### src/rtl/jimmy_pkg.sv
// Shared Jimmy definitions: opcode constants, loader framing bytes and the
// program loader state encoding.
package jimmy_pkg;

   localparam logic [7:0] OPC_NOP        = 8'h70;
   localparam logic [7:0] JIMMY_NOP_BYTE  = OPC_NOP;
   localparam logic [7:0] JIMMY_SYNC_BYTE = 8'hA5;

   typedef enum logic [2:0] {
      LD_IDLE = 3'd0,
      LD_SYNC = 3'd1,
      LD_LEN  = 3'd2,
      LD_DATA = 3'd3,
      LD_CSUM = 3'd4,
      LD_DONE = 3'd5,
      LD_ERR  = 3'd6
   } loader_state_t;

   // States in which the loader takes bytes from the receiver.
   function automatic logic is_rx_state(input loader_state_t s);
      return (s == LD_SYNC) || (s == LD_LEN) || (s == LD_DATA) || (s == LD_CSUM);
   endfunction

   // States guarded by the inter-byte idle timeout (SYNC waits forever).
   function automatic logic is_timed_state(input loader_state_t s);
      return (s == LD_LEN) || (s == LD_DATA) || (s == LD_CSUM);
   endfunction

endpackage

### src/rtl/loader_timeout.sv
// Loadable idle down-counter; expired is high once CYCLES idle clocks have
// elapsed since the last load.
module loader_timeout #(
   parameter int unsigned CYCLES = 1000000
) (
   input  logic clk,
   input  logic reset,
   input  logic clear,
   input  logic load,
   input  logic enable,
   output logic expired
);

   localparam int unsigned TW = (CYCLES > 2) ? $clog2(CYCLES) : 1;
   // Reload with CYCLES-1 so the state machine sees expired during the
   // CYCLES-th idle clock and leaves on that clock's closing edge.
   localparam logic [TW-1:0] RELOAD = TW'(CYCLES - 1);

   logic [TW-1:0] count;

   always_ff @(posedge clk) begin
      if (!reset) begin
         count <= '0;
      end else if (clear) begin
         count <= '0;
      end else if (load) begin
         count <= RELOAD;
      end else if (enable && (count != '0)) begin
         count <= count - 1'b1;
      end
   end

   assign expired = (count == '0);

endmodule

### src/rtl/program_loader.sv
// Loads a framed, checksummed program image from the UART into program memory
// and owns the memory address port (and holds the CPU) while doing so.
module program_loader
   import jimmy_pkg::*;
#(
   parameter logic [7:0]  SYNC_BYTE      = JIMMY_SYNC_BYTE,
   parameter int unsigned TIMEOUT_CYCLES = 1000000,
   parameter logic [7:0]  NOP_BYTE       = JIMMY_NOP_BYTE
) (
   input  logic       clk,
   input  logic       reset,
   input  logic       load_req,
   input  logic [7:0] rx_data,
   input  logic       rx_valid,
   output logic       rx_ready,
   input  logic [7:0] cpu_address,
   output logic [7:0] cpu_data,
   output logic [7:0] mem_addr,
   output logic [7:0] mem_wdata,
   output logic       mem_we,
   input  logic [7:0] mem_rdata,
   output logic       cpu_hold,
   output logic       busy,
   output logic       done,
   output logic       error
);

   // Handshake: a byte transfers on a rising clk when rx_valid and rx_ready
   // are both high; rx_ready depends only on the registered state, never on
   // rx_valid, and one transfer per cycle is allowed.

   loader_state_t state;
   logic [7:0]    ptr;
   logic [7:0]    sum;
   logic [8:0]    remaining;
   logic [7:0]    addr_q;
   logic [7:0]    wdata_q;
   logic          we_q;
   logic          done_q;
   logic          error_q;
   logic          accept;
   logic          expired;
   logic          tmo_clear;

   assign rx_ready  = is_rx_state(state);
   assign accept    = rx_valid & rx_ready;
   assign tmo_clear = (state == LD_IDLE) || (state == LD_ERR);

   loader_timeout #(
      .CYCLES (TIMEOUT_CYCLES)
   ) u_timeout (
      .clk     (clk),
      .reset   (reset),
      .clear   (tmo_clear),
      .load    (accept),
      .enable  (is_timed_state(state)),
      .expired (expired)
   );

   always_ff @(posedge clk) begin
      if (!reset) begin
         state     <= LD_IDLE;
         ptr       <= '0;
         sum       <= '0;
         remaining <= '0;
         addr_q    <= '0;
         wdata_q   <= '0;
         we_q      <= 1'b0;
         done_q    <= 1'b0;
         error_q   <= 1'b0;
      end else begin
         we_q   <= 1'b0;
         done_q <= 1'b0;
         case (state)
            LD_IDLE, LD_ERR: begin
               if (load_req) begin
                  state   <= LD_SYNC;
                  error_q <= 1'b0;
                  ptr     <= '0;
                  sum     <= '0;
               end
            end
            LD_SYNC: begin
               if (accept && (rx_data == SYNC_BYTE)) begin
                  state <= LD_LEN;
               end
            end
            LD_LEN: begin
               if (accept) begin
                  remaining <= (rx_data == 8'h00) ? 9'd256 : {1'b0, rx_data};
                  state     <= LD_DATA;
               end else if (expired) begin
                  state   <= LD_ERR;
                  error_q <= 1'b1;
               end
            end
            LD_DATA: begin
               // The write is registered here and reaches memory next cycle.
               if (accept) begin
                  addr_q    <= ptr;
                  wdata_q   <= rx_data;
                  we_q      <= 1'b1;
                  sum       <= sum + rx_data;
                  ptr       <= ptr + 8'd1;
                  remaining <= remaining - 9'd1;
                  if (remaining == 9'd1) begin
                     state <= LD_CSUM;
                  end
               end else if (expired) begin
                  state   <= LD_ERR;
                  error_q <= 1'b1;
               end
            end
            LD_CSUM: begin
               if (accept) begin
                  if (rx_data == sum) begin
                     state  <= LD_DONE;
                     done_q <= 1'b1;
                  end else begin
                     state   <= LD_ERR;
                     error_q <= 1'b1;
                  end
               end else if (expired) begin
                  state   <= LD_ERR;
                  error_q <= 1'b1;
               end
            end
            LD_DONE: begin
               state <= LD_IDLE;
            end
            default: begin
               state <= LD_IDLE;
            end
         endcase
      end
   end

   assign cpu_hold  = (state != LD_IDLE);
   assign busy      = (state != LD_IDLE) && (state != LD_ERR);
   assign done      = done_q;
   assign error     = error_q;

   // Address mux: the loader owns the memory port whenever the CPU is held.
   assign mem_addr  = cpu_hold ? addr_q : cpu_address;
   assign mem_wdata = wdata_q;
   assign mem_we    = cpu_hold & we_q;
   assign cpu_data  = cpu_hold ? NOP_BYTE : mem_rdata;

endmodule

### config.mk
export PLATFORM = sky130hd
export DESIGN_NAME = program_loader
export DESIGN_NICKNAME = d
export VERILOG_FILES = /design/src/rtl/jimmy_pkg.sv /design/src/rtl/loader_timeout.sv /design/src/rtl/program_loader.sv
export SDC_FILE = /design/constraint.sdc
export NUM_CORES = 1
export LEC_CHECK = 0
export CORE_MARGIN = 2
export CORE_UTILIZATION = 30
export CTS_BUF_LIST = sky130_fd_sc_hd__clkbuf_8
export CTS_CLUSTER_DIAMETER = 150
export DETAILED_ROUTE_END_ITERATION = 8
export GPL_ROUTABILITY_DRIVEN = 1
export HOLD_SLACK_MARGIN = 0.02
export PLACE_DENSITY = 0.49
export SLEW_MARGIN = 15
export SYNTH_ARGS = -nofsm -noshare
export SYNTH_HDL_FRONTEND = slang
export SYNTH_HIERARCHICAL = 1
export SYNTH_SLANG_ARGS = --single-unit
export TNS_END_PERCENT = 20
### constraint.sdc
create_clock -name clk -period 2.92 [get_ports clk]
set_input_delay 0.584 -clock clk [delete_from_list [all_inputs] [get_ports clk]]
set_output_delay 0.584 -clock clk [all_outputs]
set_load 0.02 [all_outputs]
==> metrics.txt, run 1 <==
top cells by area, synth=dfxtp_1, nand2_1, a21oi_1; Hold Buf Count CTS=0; Worst-Margin Slew=approximately 0.57 ns; Cell Area, Synth=between 0.003 and 0.004 sq mm; Clock Tree Buf Depth=2; Post-synth ARST share=0%; vias in the first global route=3178; Power per Cell Area=668.0 mW/mm^2; Ys Warns=6; f_max=roughly 0.37 GHz; Avg WL per Cell=about 14 microns; Crit Path Max Fanout=18; Reg area=0.001341 sq mm; grt ovf=0; Multi-input gate area=between 0.002 and 0.0025 sq mm; Post-synth EDFFs=0; CTS root buf=clkbuf_8; initial antenna violation count=0; CTS tree=built; DRT antenna net count=0; Arr. time, crit path=about 2.1 ns; Initial Utilization=30.47%; clock latency on the worst-skew pair=about 0.36 ns; CP Capture Type=output pin; clock slew at reported path FFs=around 0.07 ns; Layout Skew=about 0.013 ns; max_slew headroom=between 60% and 70%; Post-synth top cells=dfxtp_1, nand2_1, nor2_1; die height=roughly 120 microns; final RePlAce weighted congestion=a little over 0.8; RSZ-0062 raised after global routing=false; gr usage total=15.00%; #FFs+latches synth=67; first-pass GRT wire length=approximately 16 mm; TNS Setup=0 ns; kind of critical path=register to output pin; average size of a mapped cell=roughly 8.4 sq um; area leader, netlist=dfxtp_1; Synth Instances=~450; Post-CTS Resized=0; Critical Path Max Stage Delay=roughly 0.54 ns; Crit path required time=2.34 ns; layout cells sized above 1=between 10% and 20%; crit-path cells=nor3_2 > buf_4 > mux2_2 > clkdlybuf4s50_1; register area share after synthesis=about a third; Port Buffers=57; Core Region=approximately 0.012 sq mm; CTS Buf Count=9; Final Hold Viols=0; final instance area=around 0.0048 sq mm; vias per std cell=slightly below 5; Clock Sinks=between 60 and 70; vias post-DR=3410; largest net degree at the start of global routing=30; DR iter-0 viols=roughly 140; final wirelength=around 9.7 mm; P_leak=between 0.0015 and 0.002 uW; syn nets=493; Filler cells=1301; status=complete, no violations; Final Setup Violations=0; DRT Pass-1 Iters=4; slowest library cell on the worst path=clkdlybuf4s50_1; Antenna Cells=0; H-tree levels=3; DRC violations left=0; DIE AREA=between 0.01 and 0.015 sq mm; worst vdd ir=~300 uV; Synth top area share=35.31%; Yosys cell types=67; Nets=561; Placement Cell Area=0.004637 sq mm; post-detail-place hpwl=7.110 mm; Ports=between 50 and 60; most common cell in the netlist=dfxtp_1; dominant synthesized flop cell=dfxtp_1; CP startpoint kind=register; Final period util=between 90 and 100%; max-slew violation count=0; Core Rows=41; area grow syn2layout=26.55%; # Max-Cap Violations=0; Final min period=2.710 ns; Post-CTS Setup Bufs=0; min-delay worst type=register to register; DIE WIDTH=about 120 microns
## registers in the layout (all words and copies together) (netlist names)
| register | flops |
|---|---|
| remaining | 9 |
| we_q | 1 |
| done | 1 |
| error | 1 |
| mem_wdata | 8 |
| u_timeout/count | 20 |
| addr_q | 8 |
| state | 3 |
| sum | 8 |
| ptr | 8 |
## report_power, final
group	internal [uW]	switching, uW
registers	974	71.5
clock network	375	354
logic	622	814
## placed cells by master, fill, tap and decap left out, drive strengths merged, types with 4 or more instances in the layout
master,n
nand2b,8
ha,11
o211ai,8
inv,18
nand2,57
nor4,8
o21ai,18
and2,11
clkdlybuf4s50,57
nand3,12
a22oi,5
a21oi,32
dfxtp,67
nor2,40
o21a,12
nand4,8
nor3,16
clkbuf,9
nor2b,5
or4,8
o2111ai,5
and3,4
buf,20
xnor2,13
xor2,15
mux2,10
## worst max-delay path: cells and delay by family (launching register included)
kind                   cells  cell delay (ns)
DFF                        1             0.42
buffers and inverters      2             0.78
and+or+nand+nor            1             0.18
muxes                      1             0.37
## kinds of logic after synthesis
kind of cell	Yosys count	share of synthesized area (%)
AND/OR/NAND/NOR	187	25.33
AO/OA/AOI/OAI	109	20.75
flip-flops	67	35.31
buffers and inverters	37	4.249
XOR/XNOR	28	6.456
adder cells (fa/ha/maj)	13	4.414
multiplexers	12	3.492
## worst paths after layout
| kind | from | endpoint | slack (ns) | depth (start not counted) |
|---|---|---|---|---|
| max | state[1] | mem_addr[5] | 0.21 | 4 |
| min | mem_wdata[0] | mem_wdata[0] | 0.46 | 2 |
| min reg2reg | mem_wdata[0] | mem_wdata[0] | 0.46 | 2 |
| max reg2reg | u_timeout/count[15] | state[0] | 0.35 | 8 |
## stage by stage
stage / worst slack [ns] / cells / util (%) / hold slack (ns) / total power [uW]
2_1_floorplan: 0.3811 / 453 / - / 0.4291 / 2063
3_3_place_gp: 0.2803 / 682 / 37.20 / 0.4443 / 2508
3_5_place_dp: 0.1969 / 682 / 37.20 / 0.4497 / 2502
4_1_cts: 0.1503 / 695 / 38.56 / 0.4601 / 3253
5_1_grt: 0.1028 / 695 / 38.56 / 0.4745 / 3432
6_report: 0.2098 / 695 / 38.56 / 0.4559 / 3211
## cell type report
| type | count | area share [%] |
|---|---|---|
| multi-input combinational | 349 | 47.76 |
| sequential | 67 | 27.90 |
| timing repair buffer | 77 | 14.99 |
| tap | 172 | 4.477 |
| clock buffer | 9 | 2.577 |
| inverter | 17 | 1.327 |
| clock inverter | 4 | 0.9630 |
## routing by layer
| layer | vias to the layer above | GRT usage (%) | part of all wire, % |
|---|---|---|---|
| li1 | 1760 | - | - |
| met1 | 1585 | 21.32 | 50 |
| met2 | 50 | 21.74 | 44 |
| met3 | 15 | 3.996 | 4.2 |
| met4 | 0 | 5.397 | 1.9 |
| met5 | - | 0 | 0 |
Power figures use the tool's default switching activity.
==> inputs of run 2 (changes only) <==
--- a/config.mk
+++ b/config.mk
@@ -5,7 +5,6 @@
 export SDC_FILE = /design/constraint.sdc
 export NUM_CORES = 1
 export LEC_CHECK = 0
-export CORE_MARGIN = 2
 export CORE_UTILIZATION = 30
 export CTS_BUF_LIST = sky130_fd_sc_hd__clkbuf_8
 export CTS_CLUSTER_DIAMETER = 150
==> metrics.txt, run 2 (synthesis results as in run 1) <==
vias per std cell=4.991 (was 4.906); RSZ-0062 raised after global routing=false (unchanged); area grow syn2layout=26.35% (was 26.55%); Antenna Cells=0 (unchanged); first-pass GRT wire length=16.04 mm (was 15.93 mm); Final Hold Viols=0 (unchanged); Filler cells=1243 (was 1301); grt ovf=0 (unchanged); final RePlAce weighted congestion=0.8499 (was 0.8161); final wirelength=9.802 mm (was 9.705 mm); Ports=58 (unchanged); Clock Tree Buf Depth=2 (unchanged); Avg WL per Cell=14.21 microns (was 13.96 microns); vias post-DR=3444 (was 3410); CP Capture Type=output pin (unchanged); Layout Skew=0.008928 ns (was 0.01322 ns); P_leak=0.001783 uW (was 0.001782 uW); kind of critical path=register to output pin (unchanged); clock slew at reported path FFs=0.07 ns (about the same); most frequent cells in the layout=dfxtp_1, clkdlybuf4s50_1, nand2_1 (unchanged); Core Rows=40 (was 41); DIE AREA=0.01312 sq mm (was 0.01358 sq mm); CTS root buf=clkbuf_8 (unchanged); largest net degree at the start of global routing=30 (unchanged); post-detail-place hpwl=7.044 mm (was 7.110 mm); worst vdd ir=285.4 uV (was 306.1 uV); DR iter-0 viols=89 (was 144); Worst-Margin Slew=0.5461 ns (was 0.5671 ns); Final period util=91.69% (was 92.81%); die height=114.5 microns (was 116.5 microns); Clock Sinks=67 (unchanged); clock latency on the worst-skew pair=0.35 ns (was 0.36 ns); Final min period=2.677 ns (was 2.710 ns); Arr. time, crit path=2.09 ns (was 2.13 ns); CTS Buf Count=9 (unchanged); max-slew violation count=0 (unchanged); H-tree levels=3 (unchanged); Final Setup Violations=0 (unchanged); leading cell type in the layout, fill and taps excluded=dfxtp_1 (unchanged); CTS tree=built (unchanged); DRT antenna net count=0 (unchanged); DRC violations left=0 (unchanged); # Max-Cap Violations=0 (unchanged); initial antenna violation count=0 (unchanged); TNS Setup=0 ns (unchanged); Nets=559 (was 561); Crit path required time=2.34 ns (about the same); Biggest register=u_timeout/count (unchanged); layout cells sized above 1=11.69% (was 11.66%); Port Buffers=57 (unchanged); Crit Path Max Fanout=18 (unchanged); DRT Pass-1 Iters=4 (unchanged); Regs by FF count=u_timeout/count: 20 flops, remaining: 9 flops (unchanged); CP startpoint kind=register (unchanged); Core Region=0.01216 sq mm (was 0.01247 sq mm); max_slew headroom=63.25% (was 62.19%); reg2reg path depth=8 (unchanged); hold path cells=2 (unchanged); DIE WIDTH=114.5 microns (was 116.5 microns); Final Util=39.47% (was 38.56%); status=complete, no violations (unchanged); Initial Utilization=31.23% (was 30.47%); min-delay worst type=register to register (unchanged); number of flip-flops in the largest register=20 (unchanged); Power per Cell Area=672.6 mW/mm^2 (was 668.0 mW/mm^2); vias in the first global route=3243 (was 3178); f_max=0.3735 GHz (was 0.3690 GHz); gr usage total=15.66% (was 15.00%)
## run 2: cell count changes in the layout (fill, tap and decap cells not counted)
cell	delta
buf_4	-2
clkinvlp_4	-1
dfxtp_1	-1
clkbuf_8	+1
dfxtp_2	+1
clkinv_2	+1
## run 2: critical path, cell delays in order, from the launching register on
cell and delay [ns]:
dfxtp_2 0.41, nor3_2 0.17, buf_4 0.25, mux2_2 0.35
clkdlybuf4s50_1 0.55
## run 2: metrics by stage
stage                     instance area (sq um)  total power [uW]  hold slack, ns  setup slack [ns]  std cells
after global placement                     4617              2497          0.4436            0.2267        676
after CTS                                  4798              3277          0.4568           0.07467        690
after global routing                       4800              3444          0.4667            0.1129        690
final                                      4800              3228          0.4535            0.2427        690
after floorplan                            3799              2063          0.4291            0.3811        453
after detailed placement                   4617              2504          0.4473            0.1896        676
## run 2: power breakdown
part | internal [uW] | switching (uW)
Combinational | 618 | 813
Clock | 402 | 343
Sequential | 975 | 77.6
## run 2: path summary, 6_finish.rpt
kind	from	end	slack (ns)
worst max-delay path	state[1]	mem_addr[4]	0.24
worst min-delay path	mem_wdata[0]	mem_wdata[0]	0.45
worst max register to register	u_timeout/count[15]	state[0]	0.40
worst min register to register	mem_wdata[0]	mem_wdata[0]	0.45
## run 2: layout make-up
cell class | instances | area (sq um) | area share, %
Sequential cell | 67 | 1343 | 27.97
Tap cell | 168 | 210.2 | 4.380
Inverter | 17 | 63.81 | 1.330
Multi-Input combinational cell | 349 | 2296 | 47.84
Timing Repair Buffer | 75 | 705.7 | 14.70
Clock inverter | 4 | 43.79 | 0.9124
Clock buffer | 10 | 137.6 | 2.868
## run 2: routing by layer
metal  wire (microns)  track usage [%]
met1             5026            21.35
met2             4329            23.72
met3              299            3.335
met4              146            6.840
met5                0                0
## run 2: timing repair
| item | 4_1_cts | 5_1_grt |
|---|---|---|
| setup endpoints to repair | 0 | 6 |
| gates resized for setup | 0 | 1 |
| hold buffers | 0 | 0 |
| setup buffers | 0 | 0 |
